## config.mk

```make
export PLATFORM = sky130hd
export DESIGN_NAME = qs_fifo
export DESIGN_NICKNAME = d
export VERILOG_FILES = /design/src/rtl/qs_fifo.sv
export SDC_FILE = /design/constraint.sdc
export NUM_CORES = 1
export LEC_CHECK = 0
export ABC_AREA = 1
export BUFFER_PORTS_ARGS = -buffer_cell sky130_fd_sc_hd__buf_2
export CORE_ASPECT_RATIO = 0.6
export CORE_MARGIN = 2
export CORE_UTILIZATION = 40
export CTS_BUF_LIST = sky130_fd_sc_hd__clkbuf_8
export CTS_CLUSTER_SIZE = 10
export DETAILED_ROUTE_END_ITERATION = 6
export PLACE_DENSITY = 0.65
export SLEW_MARGIN = 10
export SYNTH_ARGS = -nofsm -noshare
export SYNTH_HDL_FRONTEND = slang
export SYNTH_SLANG_ARGS = --single-unit
```

## constraint.sdc

```tcl
create_clock -name clk -period 1.4 [get_ports clk]
set_clock_uncertainty 0.1 [all_clocks]
set_input_delay 0.28 -clock clk [delete_from_list [all_inputs] [get_ports clk]]
set_output_delay 0.28 -clock clk [all_outputs]
set_load 0.01 [all_outputs]
```

## src/rtl/qs_fifo.sv

```systemverilog
`default_nettype none
// ============================================================================
// Module   : qs_fifo
// Purpose  : Single-clock synchronous FIFO, first-word fall-through. The head
//            entry is always presented on pop_data_o (zero while empty).
//            Depth need not be a power of two; pointers wrap explicitly.
// Ports    : clk          - clock, all state updates on the rising edge
//            reset        - synchronous reset, active-low
//            push_i       - push request (accepted when not full, or when a
//                           pop happens in the same cycle)
//            push_data_i  - data to enqueue
//            pop_i        - pop request (accepted when not empty)
//            pop_data_o   - head entry, combinational
//            full_o       - FIFO holds DEPTH entries
//            empty_o      - FIFO holds no entries
// Revision : 1.0 - initial release
// ============================================================================
module qs_fifo #(
    parameter int DATA_W = 8,
    parameter int DEPTH  = 2
) (
    input  logic              clk,
    input  logic              reset,
    input  logic              push_i,
    input  logic [DATA_W-1:0] push_data_i,
    input  logic              pop_i,
    output logic [DATA_W-1:0] pop_data_o,
    output logic              full_o,
    output logic              empty_o
);

    localparam int c_PTR_W = $clog2(DEPTH);
    localparam int c_CNT_W = $clog2(DEPTH + 1);

    logic [DATA_W-1:0]  r_mem [DEPTH];
    logic [c_PTR_W-1:0] r_rd_ptr;
    logic [c_PTR_W-1:0] r_wr_ptr;
    logic [c_CNT_W-1:0] r_count;

    logic w_push_acc;
    logic w_pop_acc;

    assign empty_o = (r_count == '0);
    assign full_o  = (r_count == c_CNT_W'(DEPTH));

    // A push into a full FIFO is still accepted when a pop frees the head slot
    // in the same cycle.
    assign w_push_acc = push_i & (~full_o | pop_i);
    assign w_pop_acc  = pop_i & ~empty_o;

    // Storage is deliberately not reset; the empty gating below keeps stale
    // contents from ever reaching the output.
    always_ff @(posedge clk) begin
        if (w_push_acc) begin
            r_mem[r_wr_ptr] <= push_data_i;
        end
    end

    always_ff @(posedge clk) begin
        if (!reset) begin
            r_rd_ptr <= '0;
            r_wr_ptr <= '0;
            r_count  <= '0;
        end else begin
            if (w_push_acc) begin
                r_wr_ptr <= (r_wr_ptr == c_PTR_W'(DEPTH - 1)) ? '0 : r_wr_ptr + c_PTR_W'(1);
            end
            if (w_pop_acc) begin
                r_rd_ptr <= (r_rd_ptr == c_PTR_W'(DEPTH - 1)) ? '0 : r_rd_ptr + c_PTR_W'(1);
            end
            case ({w_push_acc, w_pop_acc})
                2'b10:   r_count <= r_count + c_CNT_W'(1);
                2'b01:   r_count <= r_count - c_CNT_W'(1);
                default: r_count <= r_count;
            endcase
        end
    end

    assign pop_data_o = empty_o ? '0 : r_mem[r_rd_ptr];

endmodule
`default_nettype wire

```

# [Word level (Yosys, flattened, before mapping)]
# Memory sizes are Yosys's and may differ from the RTL's. A register that Yosys moved wholly into a read port is not among the register bits.
# Index checks and enable logic that the tools add are counted.
[classes] eq_ne=3 reduce_logical=2 bitwise_logic=5 muxes=8 n_addsub=4
[ops] operator="$mux W8" n=1
[ops] operator="$mux W1" n=6
[ops] operator="$eq A2 B2 Y1 const B" n=2
[ops] operator="$pmux W2 S2" n=1
[ops] operator="$add A1 B1 Y1 const B" n=2
[ops] operator="$add A2 B1 Y2 const B" n=1
[ops] operator="$and A1 B1 Y1" n=2
[ops] operator="$eq A2 B1 Y1 const B" n=1
[ops] operator="$logic_not A2 Y1" n=1
[ops] operator="$not A1 Y1" n=2
[ops] operator="$reduce_bool A2 Y1" n=1
[ops] operator="$sub A2 B1 Y2 const B" n=1
[ops] operator="$or A1 B1 Y1" n=1
[totals] ram_bits=16 mem_count=1 in_bits=12 register_bits=4 word_cells=26
[memory_table] memory="r_mem" depth=2 word_bits=8 read_ports=1 rd_ports_with_merged_regs=1 write_ports=1 line_no="35" source="logic [DATA_W-1:0] r_mem [DEPTH];"

# [Longest topological paths before layout]
# Gate-level depths: netlist of the first run.
[depth] word_depth=6 mapped_depth=10

# [Least setup slack after synthesis of the first run]
# OpenSTA, ideal clock, no wires.
[synth_path] path_kind="reg-to-reg" startpoint="register r_count[0]" endpoint="memory r_mem[0][0] (enable)" setup_time_ns=0.370 period_less_slack_ns=1.455 path_slack_ns=-0.055 stages_incl_launch_ff=6 arrival_time_ns=0.985 n_path_buf=1 path_cell_list="dfxtp_1 buf_6 inv_2 nand3_2 nand2_1 nor2_1"
[synth_between] elab_chain_len=6
[synth_rtl] item="from (decl)" line_no="38" source="logic [c_CNT_W-1:0] r_count;"
[synth_rtl] item="from (signal assigned)" line_no="72" source="2'b10: r_count <= r_count + c_CNT_W'(1);"
[synth_rtl] item="from (signal assigned)" line_no="73" source="2'b01: r_count <= r_count - c_CNT_W'(1);"
[synth_rtl] item="from (signal assigned)" line_no="74" source="default: r_count <= r_count;"
[synth_rtl] item="$eq A2 B2 Y1" line_no="44" source="assign full_o = (r_count == c_CNT_W'(DEPTH));"
[synth_rtl] item="$not A1 Y1" line_no="48" source="assign w_push_acc = push_i & (~full_o | pop_i);"
[synth_rtl] item="$or A1 B1 Y1" line_no="48"
[synth_rtl] item="$and A1 B1 Y1" line_no="48"
[synth_rtl] item="$mux W1" line_no="54" source="if (w_push_acc) begin"
[synth_rtl] item="$mux W1 (implied by the code)" line_no="55" source="r_mem[r_wr_ptr] <= push_data_i;"
[synth_rtl] item="to (decl)" line_no="35"
# Every way passes these cells.

# [Worst setup path after layout of the first run]
[layout_path] startpoint="register r_count[0]" endpoint="output pop_data_o[1]"
[layout_between] elab_chain_len=2
[layout_rtl] item="$logic_not A2 Y1" line_no="43" source="assign empty_o = (r_count == '0);"
[layout_rtl] item="$mux W8" line_no="79" source="assign pop_data_o = empty_o ? '0 : r_mem[r_rd_ptr];"
[layout_rtl] item="to (decl)" line_no="27" source="output logic [DATA_W-1:0] pop_data_o,"
# Every way passes these cells.

==> results.sh, run 1 <==
export IMPL_status="finished, violations left"
export IMPL_violations="setup timing"
export IMPL_slowest_stage="dfxtp_2"
export IMPL_drtAntennaViolNets=0
export IMPL_leakage_uw=0.000531
export IMPL_drc=0
export IMPL_critPathRequiredTime_ns=1.02
export IMPL_dieArea_mm2=0.00259
export IMPL_critical_path_class="reg2out"
export IMPL_htreeDepth=1
export IMPL_coreArea_mm2=0.00211
export IMPL_cp_top_family="buffers and inverters"
export IMPL_antenna_found_initial=0
export IMPL_grt_max_degree=12
export IMPL_cp_arrival_ns=1.09
export IMPL_syn2layout_area_growth_pct=44.3
export IMPL_drt_vias_per_instance=4.45
export IMPL_grt_pass1_vias=531
export IMPL_hold_end="r_mem[0][0]$_DFFE_PP_"
export IMPL_vias=650
export IMPL_finalSetupTns_ns=-0.524
export IMPL_fmax_ghz=0.680
export IMPL_routed_wl_um=1510
export IMPL_place_congestion=0.689
export IMPL_grt_overflow_total=0
export IMPL_rsz0062_at_grt="true"
export IMPL_synth_seq_area_share=0.663
export IMPL_holdWs_ns=0.119
export IMPL_start_kind="flip-flop"
export IMPL_wl_per_cell_um=10.4
export IMPL_hold_buffers=0
export IMPL_hold_depth=1
export IMPL_min_from="push_data_i[0]"
export IMPL_netlist_instances=81
export IMPL_path_max_fanout=4
export IMPL_relSlewSlack=0.880
export IMPL_drive_gt1_frac=0.517
export IMPL_cts_buffers=3
export IMPL_crit_start="r_count[0]$_SDFFE_PN0P_"
export IMPL_r2r_end="r_count[1]$_SDFFE_PN0P_"
export IMPL_cpPeakStageDelay_ns=0.33
export IMPL_dp_cells=140
export IMPL_ir_drop_uv=846
export IMPL_crit_chain="buf_6, nor2_8, buf_6, a21oi_2, buf_2"
export IMPL_yosys_warnings=0
export IMPL_reg2regPathDepth=9
export IMPL_io_pins=22
export IMPL_ys_ff_latch=21
export IMPL_drtPass1Iterations=4
export IMPL_maxCapViolCount=0
export IMPL_final_common_cell="nand2_1"
export IMPL_cts_reportedPaths_clkPinSlew_ns=0.06
export IMPL_drv_slew=0
export IMPL_dpl_hpwl_um=1200
export IMPL_hold_path_class="in2reg"
export IMPL_syn_cell_area_um2=876
export IMPL_syn_nets=94
export IMPL_syn_area_per_cell_um2=10.8
export IMPL_root_buffer="clkbuf_8"
export IMPL_fin_crit_sh=1.05
export IMPL_fin_nets=130
export IMPL_clock_latency_ns=0.25
export IMPL_place_ws_ns=-0.00244
export IMPL_hold_viol=0
export IMPL_clk_path_buf_depth=2
export IMPL_dieHeight_um=40.2
export IMPL_drt_iter0_drc=9
export IMPL_setup_viol=11
export IMPL_crit_top_cell="buf_6"
export IMPL_rows=13
export IMPL_n_antenna_cell=0
export IMPL_p_per_area_mw_per_mm2=1390
export IMPL_final_cell_mix="nand2_1, buf_2, edfxtp_1, a21oi_2, nor2_1"
export IMPL_tightest_slew_ns=0.179
export IMPL_final_cells=146
export IMPL_die_w_um=64.4
export IMPL_finalCriticalPeriod_ns=1.47
export IMPL_r2r_slack_ns=-0.02
export IMPL_cts_tree="yes"
export IMPL_io_buffers=21
export IMPL_setup_slack_ns=-0.0702
export IMPL_synth_cell_types=15
export IMPL_worstReg2RegStart="r_count[0]$_SDFFE_PN0P_"
export IMPL_grt_pass1_wl_um=2380
export IMPL_grt_use_total=0.134
export IMPL_cp_end_kind="primary output"
export IMPL_clkSinkCount=21
export IMPL_path_buf_inv=3
export IMPL_start_util=0.414
-- kinds of logic (layout without fill, tap and decap cells) --
group / count (synthesis) / count (layout) / synth area share
AO/OA/AOI/OAI: 11 / 11 / 0.0629
adder cells (fa/ha/maj): 1 / 1 / 0.0143
buffers and inverters: 9 / 44 / 0.0486
flip-flops: 21 / 21 / 0.663
AND/OR/NAND/NOR: 39 / 39 / 0.211
-- metrics by stage --
step | util | instance area [um2] | total power [uW]
after floorplan | - | 880 | 1050
after global placement | 0.523 | 1110 | 1250
after detailed placement | 0.523 | 1110 | 1260
after CTS | 0.578 | 1220 | 1730
after global routing | 0.598 | 1260 | 1870
final | 0.598 | 1260 | 1750
-- cell usage after synthesis --
master | number | area share
buf_6 | 1 | 0.013
inv_1 | 5 | 0.021
dfxtp_1 | 5 | 0.11
nand2_1 | 24 | 0.10
nor2_1 | 10 | 0.043
a21oi_1 | 10 | 0.057
inv_2 | 2 | 0.0086
o21ai_0 | 1 | 0.0057
nand3_2 | 2 | 0.023
nand4_1 | 1 | 0.0071
nor2_4 | 1 | 0.013
edfxtp_1 | 16 | 0.55
ha_1 | 1 | 0.014
buf_2 | 1 | 0.0057
nor2_8 | 1 | 0.023
-- where the power goes --
| part | switching, uW | internal [uW] | total (uW) |
|---|---|---|---|
| clock | 163 | 194 | 357 |
| sequential | 48.2 | 741 | 789 |
| combinational | 303 | 302 | 605 |
| total | 514 | 1240 | 1750 |
-- metal layers --
metal,routed length [um],GRT usage
met1,679,0.171
met2,706,0.221
met3,127,0.0534
met4,0,0.0319
met5,0,0
-- sequential cells by signal, summed over array words and instances (netlist names), named ones only --
| register | count |
|---|---|
| r_rd_ptr | 1 |
| r_mem | 16 |
| r_wr_ptr | 1 |
| r_count | 2 |
-- area by class of cell --
type	count	area, um2
flip-flops and latches	21	589
inverters	7	31.3
repair buffers	33	245
well taps	30	37.5
fillers	171	851
clock inverters	1	3.75
clock buffers	3	41.3
multi-input cells	51	315
-- worst max-delay path by stage --
stage,to,slack [ns],cells past startpoint
2_1_floorplan,r_count[1]$_SDFFE_PN0P_,0.01,10
3_3_place_gp,r_count[1]$_SDFFE_PN0P_,0.03,10
3_5_place_dp,r_count[1]$_SDFFE_PN0P_,-0.002,9
4_1_cts,pop_data_o[1],-0.08,5
5_1_grt,pop_data_o[2],-0.13,4
6_report,pop_data_o[1],-0.07,5
-- worst register-to-register path, stage by stage, from the launching register on --
cell and delay (ns):
dfxtp_2 0.33, buf_6 0.11, nor2_8 0.04, buf_6 0.11, nor2_4 0.13, ha_4 0.22, inv_4 0.07, nand4_1 0.10
nand2_1 0.07, nor2_1 0.04
-- repair_timing --
item / 4_1_cts / 5_1_grt
endpoints found under the setup margin: 11 / 20
buffers inserted: 2 / 0
pin swaps: 1 / 4
resized for setup: 17 / 10
endpoints found under the hold margin: 0 / 0
(Power assumes the default switching activity.)
==> run 2, diff against run 1 <==
- CORE_ASPECT_RATIO: 0.6 -> unset
- CORE_UTILIZATION: 40 -> 45
- PLACE_DENSITY: 0.65 -> 0.72
==> run 2 against run 1 <==
  * The flow still finishes with violations (setup timing)
  * Largest power group unchanged
  * Non-clock buffer count fell by 1
  * Highest routed layer is now met4
  * Sequential cell count did not move
  * Critical path type unchanged
  * Maximum frequency fell by 3.9%
  * Core utilization rose by 8.4 points
  * Critical endpoint is now pop_data_o[4]
==> results.sh, run 2 (synthesis gave the netlist of run 1 again) <==
export IMPL_status="finished, violations left"
export IMPL_violations="setup timing"
export IMPL_tightest_slew_ns=0.205
export IMPL_htreeDepth=1
export IMPL_r2r_slack_ns=-0.08
export IMPL_routed_wl_um=1730
export IMPL_die_w_um=48.1
export IMPL_fmax_ghz=0.653
export IMPL_root_buffer="clkbuf_8"
export IMPL_reg2regPathDepth=10
export IMPL_fin_nets=129
export IMPL_path_max_fanout=5
export IMPL_drv_slew=0
export IMPL_hold_viol=0
export IMPL_multi_input_area_um2=302
export IMPL_place_ws_ns=-0.0333
export IMPL_coreArea_mm2=0.00178
export IMPL_largest_register_ffs=16
export IMPL_drt_vias_per_instance=4.76
export IMPL_grt_max_degree=12
export IMPL_syn2layout_area_growth_pct=38.9
export IMPL_hold_depth=1
export IMPL_cts_buffers=3
export IMPL_leakage_uw=0.000513
export IMPL_dieArea_mm2=0.00232
export IMPL_drt_iter0_drc=12
export IMPL_finalCriticalPeriod_ns=1.53
export IMPL_wl_per_cell_um=12.3
export IMPL_clk_path_buf_depth=2
export IMPL_n_antenna_cell=0
export IMPL_maxCapViolCount=0
export IMPL_hold_path_class="in2reg"
export IMPL_cts_reportedPaths_clkPinSlew_ns=0.07
export IMPL_final_seq_area_um2=587
export IMPL_fin_area_mm2=0.00122
export IMPL_vias=667
export IMPL_fillers=141
export IMPL_drtPass1Iterations=4
export IMPL_drtAntennaViolNets=0
export IMPL_setup_viol=19
export IMPL_rsz0062_at_grt="true"
export IMPL_cp_arrival_ns=1.15
export IMPL_start_kind="flip-flop"
export IMPL_io_pins=22
export IMPL_cts_tree="yes"
export IMPL_start_util=0.491
export IMPL_final_common_cell="nand2_1"
export IMPL_rows=15
export IMPL_fin_crit_sh=1.09
export IMPL_relSlewSlack=0.863
export IMPL_antenna_found_initial=0
export IMPL_worstReg2RegStart="r_count[0]$_SDFFE_PN0P_"
export IMPL_io_buffers=21
export IMPL_r2r_end="r_count[1]$_SDFFE_PN0P_"
export IMPL_clkSinkCount=21
export IMPL_regMostFlops="r_mem"
export IMPL_dieHeight_um=48.1
export IMPL_grt_use_total=0.159
export IMPL_final_cell_mix="nand2_1, buf_2, edfxtp_1, nor2_1, buf_6"
export IMPL_finalSetupTns_ns=-1.15
export IMPL_drc=0
export IMPL_placed_cell_area_mm2=0.00106
export IMPL_grt_pass1_vias=594
export IMPL_cp_end_kind="primary output"
export IMPL_grt_overflow_total=0
export IMPL_hold_end="r_mem[1][3]$_DFFE_PP_"
export IMPL_grt_pass1_wl_um=2460
export IMPL_clock_latency_ns=0.25
export IMPL_drive_gt1_frac=0.487
export IMPL_dpl_hpwl_um=1120
export IMPL_critPathRequiredTime_ns=1.02
export IMPL_top_regs="r_mem x16, r_count x2"
export IMPL_critical_path_class="reg2out"
export IMPL_min_from="push_data_i[3]"
export IMPL_ir_drop_uv=955
export IMPL_setup_slack_ns=-0.130
export IMPL_place_congestion=0.813
export IMPL_p_per_area_mw_per_mm2=1440
run 2: cell count changes in the layout (fill, tap and decap cells not counted), sizes merged:
cell,before,now
buf,33,32
clkinvlp,0,1
inv,8,7
run 2: final cells by class:
type | instances | share of cell area
Clock buffer | 3 | 0.0340
Inverter | 7 | 0.0288
Tap cell | 25 | 0.0257
Sequential cell | 21 | 0.483
Multi-Input combinational cell | 51 | 0.248
Timing Repair Buffer | 32 | 0.178
Clock inverter | 1 | 0.00309
run 2: power breakdown:
group / switching [uW] / internal, uW
registers: 51.8 / 740
clock network: 182 / 195
logic: 303 / 285
total: 537 / 1220
run 2: worst max-delay path by stage:
| stage | slack, ns | startpoint | depth (start not counted) | endpoint |
|---|---|---|---|---|
| final | -0.13 | r_count[0]$_SDFFE_PN0P_ | 5 | pop_data_o[4] |
| after global routing | -0.18 | r_count[0]$_SDFFE_PN0P_ | 5 | pop_data_o[4] |
| after CTS | -0.09 | r_count[0]$_SDFFE_PN0P_ | 5 | pop_data_o[4] |
| after detailed placement | -0.03 | pop_i | 10 | r_count[1]$_SDFFE_PN0P_ |
| after global placement | 0.0009 | pop_i | 10 | r_count[1]$_SDFFE_PN0P_ |
| after floorplan | 0.01 | r_count[0]$_SDFFE_PN0P_ | 10 | r_count[1]$_SDFFE_PN0P_ |
run 2: critical path, stage by stage (launching register included):
cell and delay, ns:
dfxtp_2 0.33, buf_6 0.12, nor2_8 0.13, buf_6 0.14
a21oi_1 0.04, buf_2 0.14
run 2: per-stage QoR:
step	hold slack (ns)	power (uW)	instances	utilization
after floorplan	0.279	1050	81	-
after global placement	0.369	1210	133	0.594
after detailed placement	0.371	1230	133	0.594
after CTS	0.110	1710	140	0.659
after global routing	0.102	1860	140	0.682
final	0.114	1760	140	0.682
run 2: timing repair:
action	CTS	global route
pin swaps	1	4
buffers inserted	2	0
endpoints found under the setup margin	10	27
hold buffers	0	0
cloned	1	0
gates resized for setup	15	9
run 2: metal layers:
layer	wire length, um	GRT usage
met4	9	0.0649
met2	882	0.267
met1	782	0.200
met5	0	0
met3	52	0.0333
